File: config.mk
export PLATFORM = sky130hd
export DESIGN_NAME = pack_frame_ctrl
export DESIGN_NICKNAME = d
export VERILOG_FILES = /design/src/rtl/pack_frame_ctrl.sv
export SDC_FILE = /design/constraint.sdc
export NUM_CORES = 1
export LEC_CHECK = 0
export ABC_CLOCK_PERIOD_IN_PS = 3000
export CORE_MARGIN = 1
export CORE_UTILIZATION = 50
export CTS_BUF_LIST = sky130_fd_sc_hd__clkbuf_4
export DETAILED_ROUTE_END_ITERATION = 8
export GPL_ROUTABILITY_DRIVEN = 0
export PLACE_DENSITY = 0.78
export REMOVE_ABC_BUFFERS = 1
export SLEW_MARGIN = 20
export SYNTH_ARGS = -nofsm -noshare
export SYNTH_HDL_FRONTEND = slang
export SYNTH_SLANG_ARGS = --single-unit
File: constraint.sdc
create_clock -name clk -period 3 [get_ports clk]
set_input_delay 0.75 -clock clk [delete_from_list [all_inputs] [get_ports clk]]
set_output_delay 0.75 -clock clk [all_outputs]
set_load 0.005 [all_outputs]
File: src/rtl/pack_frame_ctrl.sv
// Frame-level capture controller ahead of the 12-to-16 packer: windows and decimates
// whole frames (plus their trailing headers) and only retimes the packer enable between frames.
module pack_frame_ctrl #(
  parameter int COUNT_W     = 16,
  parameter int DECIM_W     = 8,
  parameter int DTYPE_WIDTH = 3
) (
  input  logic                   clk,
  input  logic                   resetb,
  input  logic                   start,
  input  logic                   stop,
  input  logic                   continuous,
  input  logic [COUNT_W-1:0]     num_frames,
  input  logic [DECIM_W-1:0]     decim,
  input  logic                   pack_en_req,
  input  logic                   dvi,
  input  logic [DTYPE_WIDTH-1:0] dtypei,
  input  logic [15:0]            datai,
  output logic                   dvo,
  output logic [DTYPE_WIDTH-1:0] dtypeo,
  output logic [15:0]            datao,
  output logic                   pack_enable,
  output logic                   busy,
  output logic                   done,
  output logic [COUNT_W-1:0]     frames_passed,
  output logic [COUNT_W-1:0]     frames_dropped
);

  localparam logic [DTYPE_WIDTH-1:0] DT_FRAME_START  = DTYPE_WIDTH'(1);
  localparam logic [DTYPE_WIDTH-1:0] DT_FRAME_END    = DTYPE_WIDTH'(2);
  localparam logic [DTYPE_WIDTH-1:0] DT_HEADER_START = DTYPE_WIDTH'(3);
  localparam logic [DTYPE_WIDTH-1:0] DT_HEADER_END   = DTYPE_WIDTH'(5);

  typedef enum logic [2:0] {
    IDLE, ARMED, FRAME_PASS, FRAME_SKIP, HDR_PASS, TAIL
  } state_t;

  state_t               state, state_nxt;
  logic [DECIM_W-1:0]   skip_cnt, skip_nxt;
  logic [DECIM_W-1:0]   decim_q, decim_nxt;
  logic [COUNT_W-1:0]   remaining, remaining_nxt;
  logic [COUNT_W-1:0]   passed_nxt, dropped_nxt;
  logic                 cont_q, cont_nxt;
  logic                 stop_pending, stop_pend_nxt;
  logic                 last_pass, last_pass_nxt;
  logic                 hdr_due, hdr_due_nxt;
  logic                 done_nxt;
  logic                 pass;
  logic                 pen_load;

  logic                 is_fs, is_fe, is_hs, is_he;
  logic [COUNT_W-1:0]   passed_inc, dropped_inc;

  assign is_fs = dvi && (dtypei == DT_FRAME_START);
  assign is_fe = dvi && (dtypei == DT_FRAME_END);
  assign is_hs = dvi && (dtypei == DT_HEADER_START);
  assign is_he = dvi && (dtypei == DT_HEADER_END);

  assign passed_inc  = (frames_passed  == '1) ? frames_passed  : frames_passed  + 1'b1;
  assign dropped_inc = (frames_dropped == '1) ? frames_dropped : frames_dropped + 1'b1;

  assign busy = (state != IDLE);

  always_comb begin
    state_nxt     = state;
    skip_nxt      = skip_cnt;
    decim_nxt     = decim_q;
    remaining_nxt = remaining;
    cont_nxt      = cont_q;
    stop_pend_nxt = stop_pending;
    last_pass_nxt = last_pass;
    hdr_due_nxt   = hdr_due;
    passed_nxt    = frames_passed;
    dropped_nxt   = frames_dropped;
    done_nxt      = 1'b0;
    pass          = 1'b0;
    pen_load      = 1'b0;

    case (state)
      IDLE: begin
        pen_load = 1'b1;
        if (start && !stop) begin
          remaining_nxt = num_frames;
          decim_nxt     = decim;
          cont_nxt      = continuous;
          skip_nxt      = '0;
          passed_nxt    = '0;
          dropped_nxt   = '0;
          stop_pend_nxt = 1'b0;
          last_pass_nxt = 1'b0;
          hdr_due_nxt   = 1'b0;
          if (!continuous && (num_frames == '0)) done_nxt = 1'b1;
          else                                   state_nxt = ARMED;
        end
      end

      ARMED: begin
        // hdr_due keeps the enable frozen in the gap between a passed frame and its header
        pen_load = !is_fs && !is_hs && !hdr_due;
        if (stop) begin
          state_nxt = IDLE;
          done_nxt  = 1'b1;
        end else if (is_fs) begin
          hdr_due_nxt = 1'b0;
          if (skip_cnt == '0) begin
            pass      = 1'b1;
            skip_nxt  = decim_q;
            state_nxt = FRAME_PASS;
          end else begin
            skip_nxt    = skip_cnt - 1'b1;
            dropped_nxt = dropped_inc;
            state_nxt   = FRAME_SKIP;
          end
        end else if (is_hs && last_pass) begin
          pass      = 1'b1;
          state_nxt = HDR_PASS;
        end
      end

      FRAME_PASS: begin
        pass = 1'b1;
        if (stop) stop_pend_nxt = 1'b1;
        if (is_fe) begin
          passed_nxt    = passed_inc;
          last_pass_nxt = 1'b1;
          hdr_due_nxt   = 1'b1;
          if (!cont_q && (remaining != '0)) remaining_nxt = remaining - 1'b1;
          if ((!cont_q && (remaining == COUNT_W'(1))) || stop_pend_nxt) state_nxt = TAIL;
          else                                                          state_nxt = ARMED;
        end
      end

      FRAME_SKIP: begin
        if (stop) begin
          state_nxt = IDLE;
          done_nxt  = 1'b1;
        end else if (is_fe) begin
          last_pass_nxt = 1'b0;
          state_nxt     = ARMED;
        end
      end

      HDR_PASS: begin
        pass = 1'b1;
        if (stop) stop_pend_nxt = 1'b1;
        if (is_he) begin
          hdr_due_nxt = 1'b0;
          if (stop_pend_nxt) begin
            state_nxt = IDLE;
            done_nxt  = 1'b1;
          end else begin
            state_nxt = ARMED;
          end
        end
      end

      TAIL: begin
        if (stop) begin
          state_nxt = IDLE;
          done_nxt  = 1'b1;
        end else if (is_hs) begin
          pass          = 1'b1;
          stop_pend_nxt = 1'b1;
          state_nxt     = HDR_PASS;
        end else if (is_fs) begin
          state_nxt = IDLE;
          done_nxt  = 1'b1;
        end
      end

      default: state_nxt = IDLE;
    endcase
  end

  always_ff @(posedge clk or negedge resetb) begin
    if (!resetb) begin
      state          <= IDLE;
      skip_cnt       <= '0;
      decim_q        <= '0;
      remaining      <= '0;
      cont_q         <= 1'b0;
      stop_pending   <= 1'b0;
      last_pass      <= 1'b0;
      hdr_due        <= 1'b0;
      frames_passed  <= '0;
      frames_dropped <= '0;
      done           <= 1'b0;
      dvo            <= 1'b0;
      dtypeo         <= '0;
      datao          <= '0;
      pack_enable    <= 1'b0;
    end else begin
      state          <= state_nxt;
      skip_cnt       <= skip_nxt;
      decim_q        <= decim_nxt;
      remaining      <= remaining_nxt;
      cont_q         <= cont_nxt;
      stop_pending   <= stop_pend_nxt;
      last_pass      <= last_pass_nxt;
      hdr_due        <= hdr_due_nxt;
      frames_passed  <= passed_nxt;
      frames_dropped <= dropped_nxt;
      done           <= done_nxt;
      dvo            <= dvi && pass;
      dtypeo         <= dtypei;
      datao          <= datai;
      if (pen_load) pack_enable <= pack_en_req;
    end
  end

endmodule

==> results.py, run 1 <==
metrics = {
    "critical_path": {
        "r2r_start": "state[2]",
        "crit_end": "busy",
        "crit_chain": "nor3_2, inv_1, clkdlybuf4s50_1",
        "crit_required_ps": 2250,
        "start_kind": "register",
        "r2r_slack_ps": 560,
        "crit_slowest_cell": "dfrtp_1",
        "reg2reg_to": "frames_passed[9]",
        "reg2reg_depth": 5,
        "cp-end-kind": "primary output",
        "cp-startpoint": "state[2]",
        "critPathMaxStageDelay_ps": 710,
        "path_class": "register to primary output",
        "crit_arrival_ps": 2000,
        "cp_max_fo": 17,
    },
    "synthesis": {
        "netlist_instances": 531,
        "yosys.area_share.simple_pct": 25.9,
        "synth-seq-cells": 93,
        "yosysWarningCount": 0,
        "synth-main-ff-cell": "dfrtp_1",
        "ys_types": 60,
        "synth_seq_area_share_pct": 47.7,
        "synth_compound_area_share_pct": 19.5,
        "async_reset_ff_share_pct": 100,
        "synth_mux_area_share_pct": 1.54,
        "synthAdderAreaFrac_pct": 1.54,
        "synth_xor_xnor_area_share_pct": 0.359,
        "netlist_area_um2": 4880,
        "synth_edf_count": 0,
        "avgSynthCellArea_um2": 9.18,
        "synth_top_family_by_area": "simple AND/OR/NAND/NOR gates",
    },
    "drt": {
        "ant_nets": 0,
        "first_pass_iters": 5,
        "first_iter_violations": 375,
        "avgRoutedWirePerCell_um": 15.6,
        "drc_errors": 0,
        "vias_per_cell": 5.93,
        "drt-total-wl_mm": 12.2,
        "via_count": 4620,
    },
    "die": {
        "start_util_pct": 52.3,
        "rows": 35,
        "die-area_um2": 10200,
        "io_pins": 105,
        "die_h_um": 101,
        "core_area_um2": 9330,
        "die_w_um": 101,
    },
    "power_and_ir_drop": {
        "p_per_area_nw_per_um2": 634,
        "vdd_drop_max_v": 0.000351,
        "p_leak_nw": 2.55,
    },
    "timing": {
        "finalCritPeriodShare_pct": 91.5,
        "max-slew-margin-rel_pct": 52.7,
        "setup_ws_ps": 254,
        "worstMarginPinSlew_ps": 703,
        "hold_violations": 0,
        "final_max_slew_viol_count": 0,
        "fin_skew_ps": 17.8,
        "finalSetupViolCount": 0,
        "timing.fmax_mhz": 364,
        "hold_ws_ps": 210,
        "rsz0062_at_grt": "no",
        "min_period_ps": 2750,
    },
    "cells_and_area": {
        "area_growth_pct": 28.7,
        "antennaDiodeCount": 0,
        "final_common_cell": "clkdlybuf4s50_1",
        "final_cell_area_um2": 6270,
        "mostFrequentLayoutCells": "clkdlybuf4s50_1, dfrtp_1, nand2_1",
        "fin_util_pct": 67.3,
        "drive_gt1_share_pct": 8.77,
        "fin_nets": 702,
    },
    "hold_path": {
        "holdCritPathClass": "input port to async pin",
    },
    "job": {
        "drv_cap": 0,
    },
    "status": {
        "run_status": "finished clean",
    },
    "clocking": {
        "postCtsResizedCells": 0,
        "cts_sinks": 93,
        "cts_made_buffers": 9,
        "post_cts.repair.setup_buffers": 0,
        "cts_max_path_buffers": 2,
        "cts_tree": "done",
        "cts_root_buf": "clkbuf_4",
        "htree_levels": 3,
        "ctsHoldBuffers": 0,
        "clock_latency_ps": 430,
        "clk_pin_slew_ps": 140,
    },
    "placement": {
        "dpl_cell_area_um2": 6170,
        "dp_hpwl_mm": 8.93,
        "io_buffers": 104,
        "post-place-ws_ps": 145,
    },
    "global_routing": {
        "antenna_found_initial": 0,
        "grt_pass1_wl_mm": 20.7,
        "grt_pass1_vias": 4492,
        "grt-ovfl-total": 0,
        "grt.total_usage_pct": 25.5,
        "grt_max_degree": 44,
    },
}
## state kept, by name (all words and copies together) (netlist names), 3 cells and up
register,flops
datao,16
frames_dropped,16
frames_passed,16
remaining,16
decim_q,8
skip_cnt,8
dtypeo,3
state,3
## report_power, final
part	internal, W	switching [W]
Combinational	0.000699	0.000874
Clock	0.000164	0.000425
Sequential	0.00152	0.000297
## cell families (layout without fill, tap and decap cells)
| logic type | count (synthesis) | after routing |
|---|---|---|
| muxes | 7 | 7 |
| adders and majority gates | 6 | 6 |
| xor gates and xnor gates | 2 | 2 |
| AOI/OAI and AO/OA | 151 | 151 |
| DFF | 93 | 93 |
| buffers and inverters | 40 | 159 |
| and+or+nand+nor | 232 | 232 |
## worst min-delay path by stage
stage          startpoint           to  slack [ps]  cells past startpoint
2_1_floorplan  decim_q[3]   decim_q[3]         440                      2
3_3_place_gp   decim_q[5]   decim_q[5]         460                      2
3_5_place_dp   decim_q[0]   decim_q[0]         460                      2
4_1_cts            resetb  skip_cnt[2]         190                      1
5_1_grt            resetb  skip_cnt[2]         190                      1
6_report           resetb  skip_cnt[2]         210                      1
## Yosys cell counts (all sizes together), types with 6 or more instances
| master | instances | area, um^2 |
|---|---|---|
| nor3b | 7 | 52.6 |
| or4 | 12 | 90.1 |
| nor2 | 24 | 92.6 |
| o22ai | 6 | 51.3 |
| inv | 16 | 60.1 |
| a31oi | 9 | 56.3 |
| o21ai | 42 | 210 |
| nor3 | 13 | 70.1 |
| dfrtp | 93 | 2330 |
| and2 | 7 | 43.8 |
| a21oi | 42 | 214 |
| and3 | 8 | 50.1 |
| o211ai | 9 | 67.6 |
| or3 | 16 | 100 |
| nor4 | 11 | 75.1 |
| ha | 6 | 75.1 |
| nand3 | 23 | 115 |
| clkbuf | 11 | 41.3 |
| nand4 | 14 | 100 |
| o2bb2ai | 6 | 52.6 |
| nand2 | 70 | 263 |
| nand2b | 6 | 37.5 |
| o31ai | 15 | 113 |
| buf | 13 | 70.1 |
## worst max-delay path, delay by kind of cell, from the launching register on
family	cells	cell delay (ps)
buffers and inverters	2	750
DFF	1	710
and+or+nand+nor	1	110
## metrics by stage
stage          TNS, ps  total power (W)  std cells
2_1_floorplan   -13040          0.00278        507
3_3_place_gp         0          0.00335        764
3_5_place_dp         0          0.00339        764
4_1_cts              0          0.00398        779
5_1_grt              0          0.00426        779
6_report             0          0.00398        779
## cell type report
cell class / instances / area, um^2
fillers: 780 / 3050
multi-input cells: 398 / 2390
flip-flops and latches: 93 / 2330
repair buffers: 128 / 1230
well taps: 129 / 161
clock buffers: 9 / 67.6
inverters: 16 / 60.1
clock inverters: 6 / 41.3
## layer usage
layer	share of wire (%)	GRT usage, %	vias up	wire length [um]
met3	6.2	4.85	25	760
met5	0	0	-	0
met4	2.1	9.81	0	261
met2	47	40.9	168	5740
li1	-	-	2215	-
met1	44	34.2	2212	5410
No activity file was read; power rests on OpenSTA's default activity.
==> run 2, diff against run 1 <==
--- a/config.mk
+++ b/config.mk
@@ -11,9 +11,11 @@
 export CTS_BUF_LIST = sky130_fd_sc_hd__clkbuf_4
 export DETAILED_ROUTE_END_ITERATION = 8
 export GPL_ROUTABILITY_DRIVEN = 0
+export GPL_TIMING_DRIVEN = 0
 export PLACE_DENSITY = 0.78
 export REMOVE_ABC_BUFFERS = 1
 export SLEW_MARGIN = 20
 export SYNTH_ARGS = -nofsm -noshare
 export SYNTH_HDL_FRONTEND = slang
 export SYNTH_SLANG_ARGS = --single-unit
+export TNS_END_PERCENT = 1
==> results.py, run 2 (synthesis results as in run 1) <==
metrics = {
    "status": {
        "run_status": "finished clean",
    },
    "critical_path": {
        "crit_slowest_cell": "dfrtp_1",
        "r2r_slack_ps": 100,
        "crit_arrival_ps": 2150,
        "cp-end-kind": "primary output",
        "crit_chain": "nor3_4, inv_1, clkdlybuf4s50_1",
        "cp_max_fo": 19,
        "crit_required_ps": 2250,
        "critPathMaxStageDelay_ps": 820,
        "path_class": "register to primary output",
        "cp_top_family": "flip-flops",
        "start_kind": "register",
        "cp_num_buf_inv": 2,
    },
    "clocking": {
        "cts_sinks": 93,
        "clock_latency_ps": 470,
        "cts_tree": "done",
        "htree_levels": 3,
        "clk_pin_slew_ps": 150,
        "ctsHoldBuffers": 0,
        "cts_root_buf": "clkbuf_4",
        "cts_max_path_buffers": 2,
        "cts_made_buffers": 9,
    },
    "job": {
        "drv_cap": 0,
    },
    "global_routing": {
        "antenna_found_initial": 0,
        "grt_max_degree": 76,
        "grt.total_usage_pct": 25.2,
        "grt-ovfl-total": 0,
        "grt_pass1_wl_mm": 20.2,
        "grt_pass1_vias": 4353,
    },
    "power_and_ir_drop": {
        "combPwrFrac_pct": 36.6,
        "p_per_area_nw_per_um2": 667,
        "p_sw_w": 0.00165,
        "p_leak_nw": 2.53,
        "switching_share_pct": 39.3,
        "seq_power_share_pct": 43.9,
        "p_int_w": 0.00254,
        "clkPwrFrac_pct": 19.6,
        "vdd_drop_max_v": 0.000346,
    },
    "timing": {
        "finalCritPeriodShare_pct": 96.8,
        "hold_violations": 0,
        "fin_skew_ps": 30.5,
        "rsz0062_at_grt": "yes",
        "min_period_ps": 2900,
        "timing.fmax_mhz": 344,
        "finalSetupViolCount": 0,
        "final_max_slew_viol_count": 0,
        "max-slew-margin-rel_pct": 48.2,
        "worstMarginPinSlew_ps": 773,
    },
    "die": {
        "die-area_um2": 10200,
        "io_pins": 105,
        "die_w_um": 101,
        "die_h_um": 101,
        "start_util_pct": 52.3,
        "rows": 35,
        "core_area_um2": 9330,
    },
    "drt": {
        "via_count": 4565,
        "drt-total-wl_mm": 12.2,
        "first_iter_violations": 343,
        "vias_per_cell": 5.99,
        "drc_errors": 0,
        "wl_met1_mm": 5.26,
        "wl_met2_mm": 5.82,
        "first_pass_iters": 5,
        "met3_wirelength_um": 856,
        "avgRoutedWirePerCell_um": 16.0,
        "highest-signal-layer": "met4",
        "ant_nets": 0,
    },
    "cells_and_area": {
        "multi_input_area_um2": 2430,
        "seq_area_um2": 2330,
        "final_cell_area_um2": 6280,
        "antennaDiodeCount": 0,
        "mostFrequentLayoutCells": "clkdlybuf4s50_1, dfrtp_1, nand2_1",
        "area_growth_pct": 28.7,
        "drive_gt1_share_pct": 6.95,
        "final_common_cell": "clkdlybuf4s50_1",
        "fin_nets": 684,
        "fill_cells": 792,
        "instances_no_fill": 762,
    },
    "placement": {
        "io_buffers": 104,
        "dp_hpwl_mm": 8.72,
        "dpl_cell_area_um2": 6060,
        "place_inst": 745,
    },
    "hold_path": {
        "holdCritPathClass": "input port to async pin",
    },
}
run 2: changes by cell type in the layout (fill, tap and decap cells not counted), sizes merged:
cell / before / now
bufinv: 0 / 2
inv: 16 / 20
clkinv: 3 / 0
clkinvlp: 3 / 1
dlymetal6s2s: 0 / 1
clkdlybuf4s50: 103 / 102
buf: 25 / 7
run 2: path summary, 6_finish.rpt:
check / start / to / cells after the start
max: state[0] / busy / 3
min: resetb / datao[13] / 1
max reg2reg: state[0] / remaining[1] / 5
min reg2reg: decim_q[5] / decim_q[5] / 2
max in group asynchronous: resetb / skip_cnt[6] / 2
min in group clk: decim_q[5] / decim_q[5] / 2
run 2: layout make-up:
class	instances	area share (%)
inverters	16	0.957
repair buffers	110	17.9
clock buffers	9	1.08
clock inverters	7	1.67
multi-input cells	398	38.7
flip-flops and latches	93	37.1
well taps	129	2.57
run 2: metal layers:
metal  track usage, %  vias to the layer above
li1                 -                     2181
met1             33.3                     2176
met2             40.9                      180
met3             4.72                       28
met4             10.6                        0
met5                0                        -
run 2: timing repair:
| item | in CTS | in global routing |
|---|---|---|
| gates resized for setup | 5 | 5 |
| hold endpoints to repair | 0 | 0 |
| cloned | 0 | 0 |
| pin swaps | 0 | 1 |
| setup endpoints to repair | 14 | 9 |
| buffers inserted | 0 | 1 |
run 2: through the flow:
| step | setup WS, ps | hold slack (ps) | power [W] | setup TNS (ps) | util, % |
|---|---|---|---|---|---|
| floorplan | -918 | 445 | 0.00278 | -13040 | - |
| global placement | -2380 | 466 | 0.00325 | -285100 | 64.0 |
| detailed placement | -948 | 467 | 0.00334 | -15040 | 64.9 |
| CTS | 30.3 | 98.5 | 0.00416 | 0 | 67.0 |
| global route | -4.46 | 89.2 | 0.00447 | -4.46 | 67.3 |
| finish | 96.8 | 108 | 0.00418 | 0 | 67.3 |
run 2: power groups by stage:
| stage | Sequential [W] | Clock [W] | Combinational [W] |
|---|---|---|---|
| floorplan | 0.00177 | 0 | 0.00101 |
| global placement | 0.00182 | 0 | 0.00143 |
| detailed placement | 0.00184 | 0 | 0.00150 |
| CTS | 0.00182 | 0.000834 | 0.00151 |
| global route | 0.00188 | 0.000882 | 0.00171 |
| finish | 0.00184 | 0.000818 | 0.00153 |
==> patch 1: new RTL, settings of run 1 <==
The 6 states of `state_t` get a Gray code encoding in 3 bits.
--- a/src/rtl/pack_frame_ctrl.sv
+++ b/src/rtl/pack_frame_ctrl.sv
@@ -32,7 +32,7 @@
   localparam logic [DTYPE_WIDTH-1:0] DT_HEADER_END   = DTYPE_WIDTH'(5);
 
   typedef enum logic [2:0] {
-    IDLE, ARMED, FRAME_PASS, FRAME_SKIP, HDR_PASS, TAIL
+    IDLE = 3'b000, ARMED = 3'b001, FRAME_PASS = 3'b011, FRAME_SKIP = 3'b010, HDR_PASS = 3'b110, TAIL = 3'b111
   } state_t;
 
   state_t               state, state_nxt;
Check against the original RTL: same outputs for any inputs over 4 cycles, from zero or initial values and one cycle with resetb low; so few cycles prove little.
==> patch 1 against run 1 <==
- power rose by 34%
- sequential cell count did not move
- highest routed layer unchanged
- area after synthesis rose by 5.0%
- sequential power rose by 4%
- count of clock-buffer cells in the layout rose by 1
- worst setup slack got worse by 0.14 ns
- sequential share of layout area fell by 1.8 points
- design area rose by 5.0%
- global-route usage rose by 0.60 points
- wire length rose by 8.4%
- first-iteration DRC count fell by 30%
- fmax fell by 4.9%
- clock power rose by 16%
==> patch 1: results <==
[grt]
use_met3_pct = 5.712
use_met1_pct = 33.39
grt_pass1_vias = 4612
grt_start_max_net_pins = 55
grtUsageTotal_pct = 26.07
grt_pass1_wl_mm = 21.55

[critical_path]
r2r-start = skip_cnt[0]
timing.reg2reg.worst_path_depth = 8
worst_r2r_endpoint = frames_dropped[0]
maximum_fanout_along_the_worst_path = 24
regToRegSetupSlack_ns = 0.11

[finish]
drive_gt1_share_pct = 9.677
num-nets-final = 733

[sta]
worst-slew-pin-transition_ns = 0.9865
fin_worst_hold_slack_ns = 0.2505
timing_limited_maximum_frequency_ghz = 0.3464

[yosys]
synthMuxAreaShare_pct = 1.710
post_synth_main_area_contributors = sky130_fd_sc_hd__dfrtp_1, sky130_fd_sc_hd__a21oi_1, sky130_fd_sc_hd__o21ai_0, sky130_fd_sc_hd__nand2_1, sky130_fd_sc_hd__o31ai_1
synth_top_cells_by_count = sky130_fd_sc_hd__dfrtp_1, sky130_fd_sc_hd__nand2_1, sky130_fd_sc_hd__a21oi_1, sky130_fd_sc_hd__o21ai_0, sky130_fd_sc_hd__nor2_1
synthesis.area_per_instance_um2 = 9.145
synth_adder_area_share_pct = 1.466

[clock_network]
clkLatencyLatePin_ns = 0.45

[power]
leakage_power_total_nw = 2.635
maximum_resistive_drop_on_vdd_mv = 0.3995

[drt]
routed-via-count = 4953
met3_wirelength_um = 847
finalWirelength_mm = 13.20

[status]
status = completed

[placed_design]
place_worst_setup_slack_ns = 0.01815
dp_cells = 799
-- patch 1: cell types whose count changed in the layout (fill, tap and decap cells not counted), sizes merged, moves of 5 or more --
cell,run 1,this run
nand2,70,55
nor2,24,38
buf,25,34
or3,16,7
or4,12,20
o21ai,42,49
o31ai,15,22
nand4,14,8
nor3,13,19
and2,7,2
-- patch 1: critical path: stages, from the launching register on --
cell,delay (ns)
sky130_fd_sc_hd__dfrtp_1,0.44
sky130_fd_sc_hd__inv_1,0.07
sky130_fd_sc_hd__ha_1,0.20
sky130_fd_sc_hd__or4b_4,0.52
sky130_fd_sc_hd__or4_4,0.48
sky130_fd_sc_hd__a21oi_4,0.50
sky130_fd_sc_hd__buf_4,0.22
sky130_fd_sc_hd__nor2_2,0.04
sky130_fd_sc_hd__mux2_4,0.30
-- patch 1: final cells by class --
type / instances / area [um^2]
Tap cell: 133 / 166.4
Multi-Input combinational cell: 421 / 2601
Clock buffer: 10 / 75.07
Inverter: 15 / 56.30
Sequential cell: 93 / 2327
Clock inverter: 6 / 61.31
Timing Repair Buffer: 137 / 1299
Fill cell: 778 / 3278
-- patch 1: kinds of logic (layout without fill, tap and decap cells) --
kind of cell / after synthesis / after routing
adders and majority gates: 6 / 6
AOI/OAI and AO/OA: 176 / 176
muxes: 8 / 8
and+or+nand+nor: 226 / 226
DFF: 93 / 93
xor gates and xnor gates: 5 / 5
buffers and inverters: 46 / 168
-- patch 1: power by group through the flow --
stage	sequential (mW)	combinational [mW]	clock, mW
finish	1.89	2.76	0.683
global route	1.93	3.07	0.763
CTS	1.88	2.74	0.701
detailed placement	1.90	2.73	0
global placement	1.89	2.66	0
floorplan	1.91	1.70	0
==> patch 2: new RTL, flow settings as in run 1 <==
Without the edit above. Set the parameter `DECIM_W` to 10 (it was 8).
--- a/src/rtl/pack_frame_ctrl.sv
+++ b/src/rtl/pack_frame_ctrl.sv
@@ -2,7 +2,7 @@
 // whole frames (plus their trailing headers) and only retimes the packer enable between frames.
 module pack_frame_ctrl #(
   parameter int COUNT_W     = 16,
-  parameter int DECIM_W     = 8,
+  parameter int DECIM_W     = 10,
   parameter int DTYPE_WIDTH = 3
 ) (
   input  logic                   clk,
Ports: changed (resized decim); port bits go from 105 to 107. No check against the original RTL was run, so the function may have changed too.
==> patch 2 against run 1 <==
- sequential share of layout area down 0.39 points
- power up 18%
- sequential cell count up 4
- first-iteration DRC count down 39%
- design area up 5.4%
- area after synthesis up 6.6%
- global-route usage up 0.25 points
- cell count up 4.1%
- wire length up 9.1%
- fmax down 1.7%
- worst setup slack worse by 0.048 ns
- die area up 6.4%
- combinational power up 32%
- critical path type unchanged
==> patch 2: results <==
[power]
gate_power_share_pct = 44.1
clk-power_mw = 0.735
internal_power_mw = 2.779

[finish]
drive_gt1_share_pct = 9.145
sh_seq_area_pct = 36.70
num-multi-input-gates = 427
num-nets-final = 732
inv_count = 10
clk_share_pct = 2.194
multi_input_area_share_pct = 39.33

[yosys]
yosys.cell_types.count = 61
synth.yosys.seq_area_share_pct = 46.70

[grt]
grt_pass1_vias = 4685
grt_start_max_net_pins = 51
grt_pass1_wl_mm = 22.46
use_met3_pct = 8.396
met2_usage_pct = 42.05

[drt]
first_pass_iters = 4
met3_wirelength_um = 996
finalWirelength_mm = 13.29
dr_wl_met2_mm = 6.399
drt_iter0_drc = 230

[floorplan]
initial_core_util_pct = 52.45

[critical_path]
crit_arrival_ns = 2.04
r2r-start = state[0]
maximum_fanout_along_the_worst_path = 13
cp-startpoint = state[1]
timing.reg2reg.worst_path_depth = 6
worst_r2r_endpoint = frames_dropped[11]

[placed_design]
place.port_buffers = 106
detailedPlacementHpwl_mm = 9.412

[clock_network]
cts_num_sinks = 97
clk_pin_slew_ns = 0.16

[status]
status = completed

[sta]
timing.clock.skew_ns = 0.01774
patch 2: cell families after synthesis:
group,Yosys count,share of synthesized area [%]
AO/OA/AOI/OAI,137,17.43
XOR/XNOR,4,0.6740
adder cells (fa/ha/maj),7,1.685
buffers and inverters,40,3.370
flip-flops,97,46.70
multiplexers,13,2.720
AND/OR/NAND/NOR,266,27.42
patch 2: through the flow:
| step | worst slack [ns] | instances | hold slack (ns) | util, % | area (um^2) |
|---|---|---|---|---|---|
| 2_1_floorplan | 0.1145 | 534 | 0.4404 | - | 5060 |
| 3_3_place_gp | 0.07406 | 795 | 0.4642 | 65.28 | 6469 |
| 3_5_place_dp | -0.08717 | 795 | 0.4679 | 65.28 | 6469 |
| 4_1_cts | 0.1750 | 811 | 0.2638 | 66.74 | 6614 |
| 5_1_grt | 0.06501 | 811 | 0.2842 | 66.74 | 6614 |
| 6_report | 0.2054 | 811 | 0.2651 | 66.74 | 6614 |
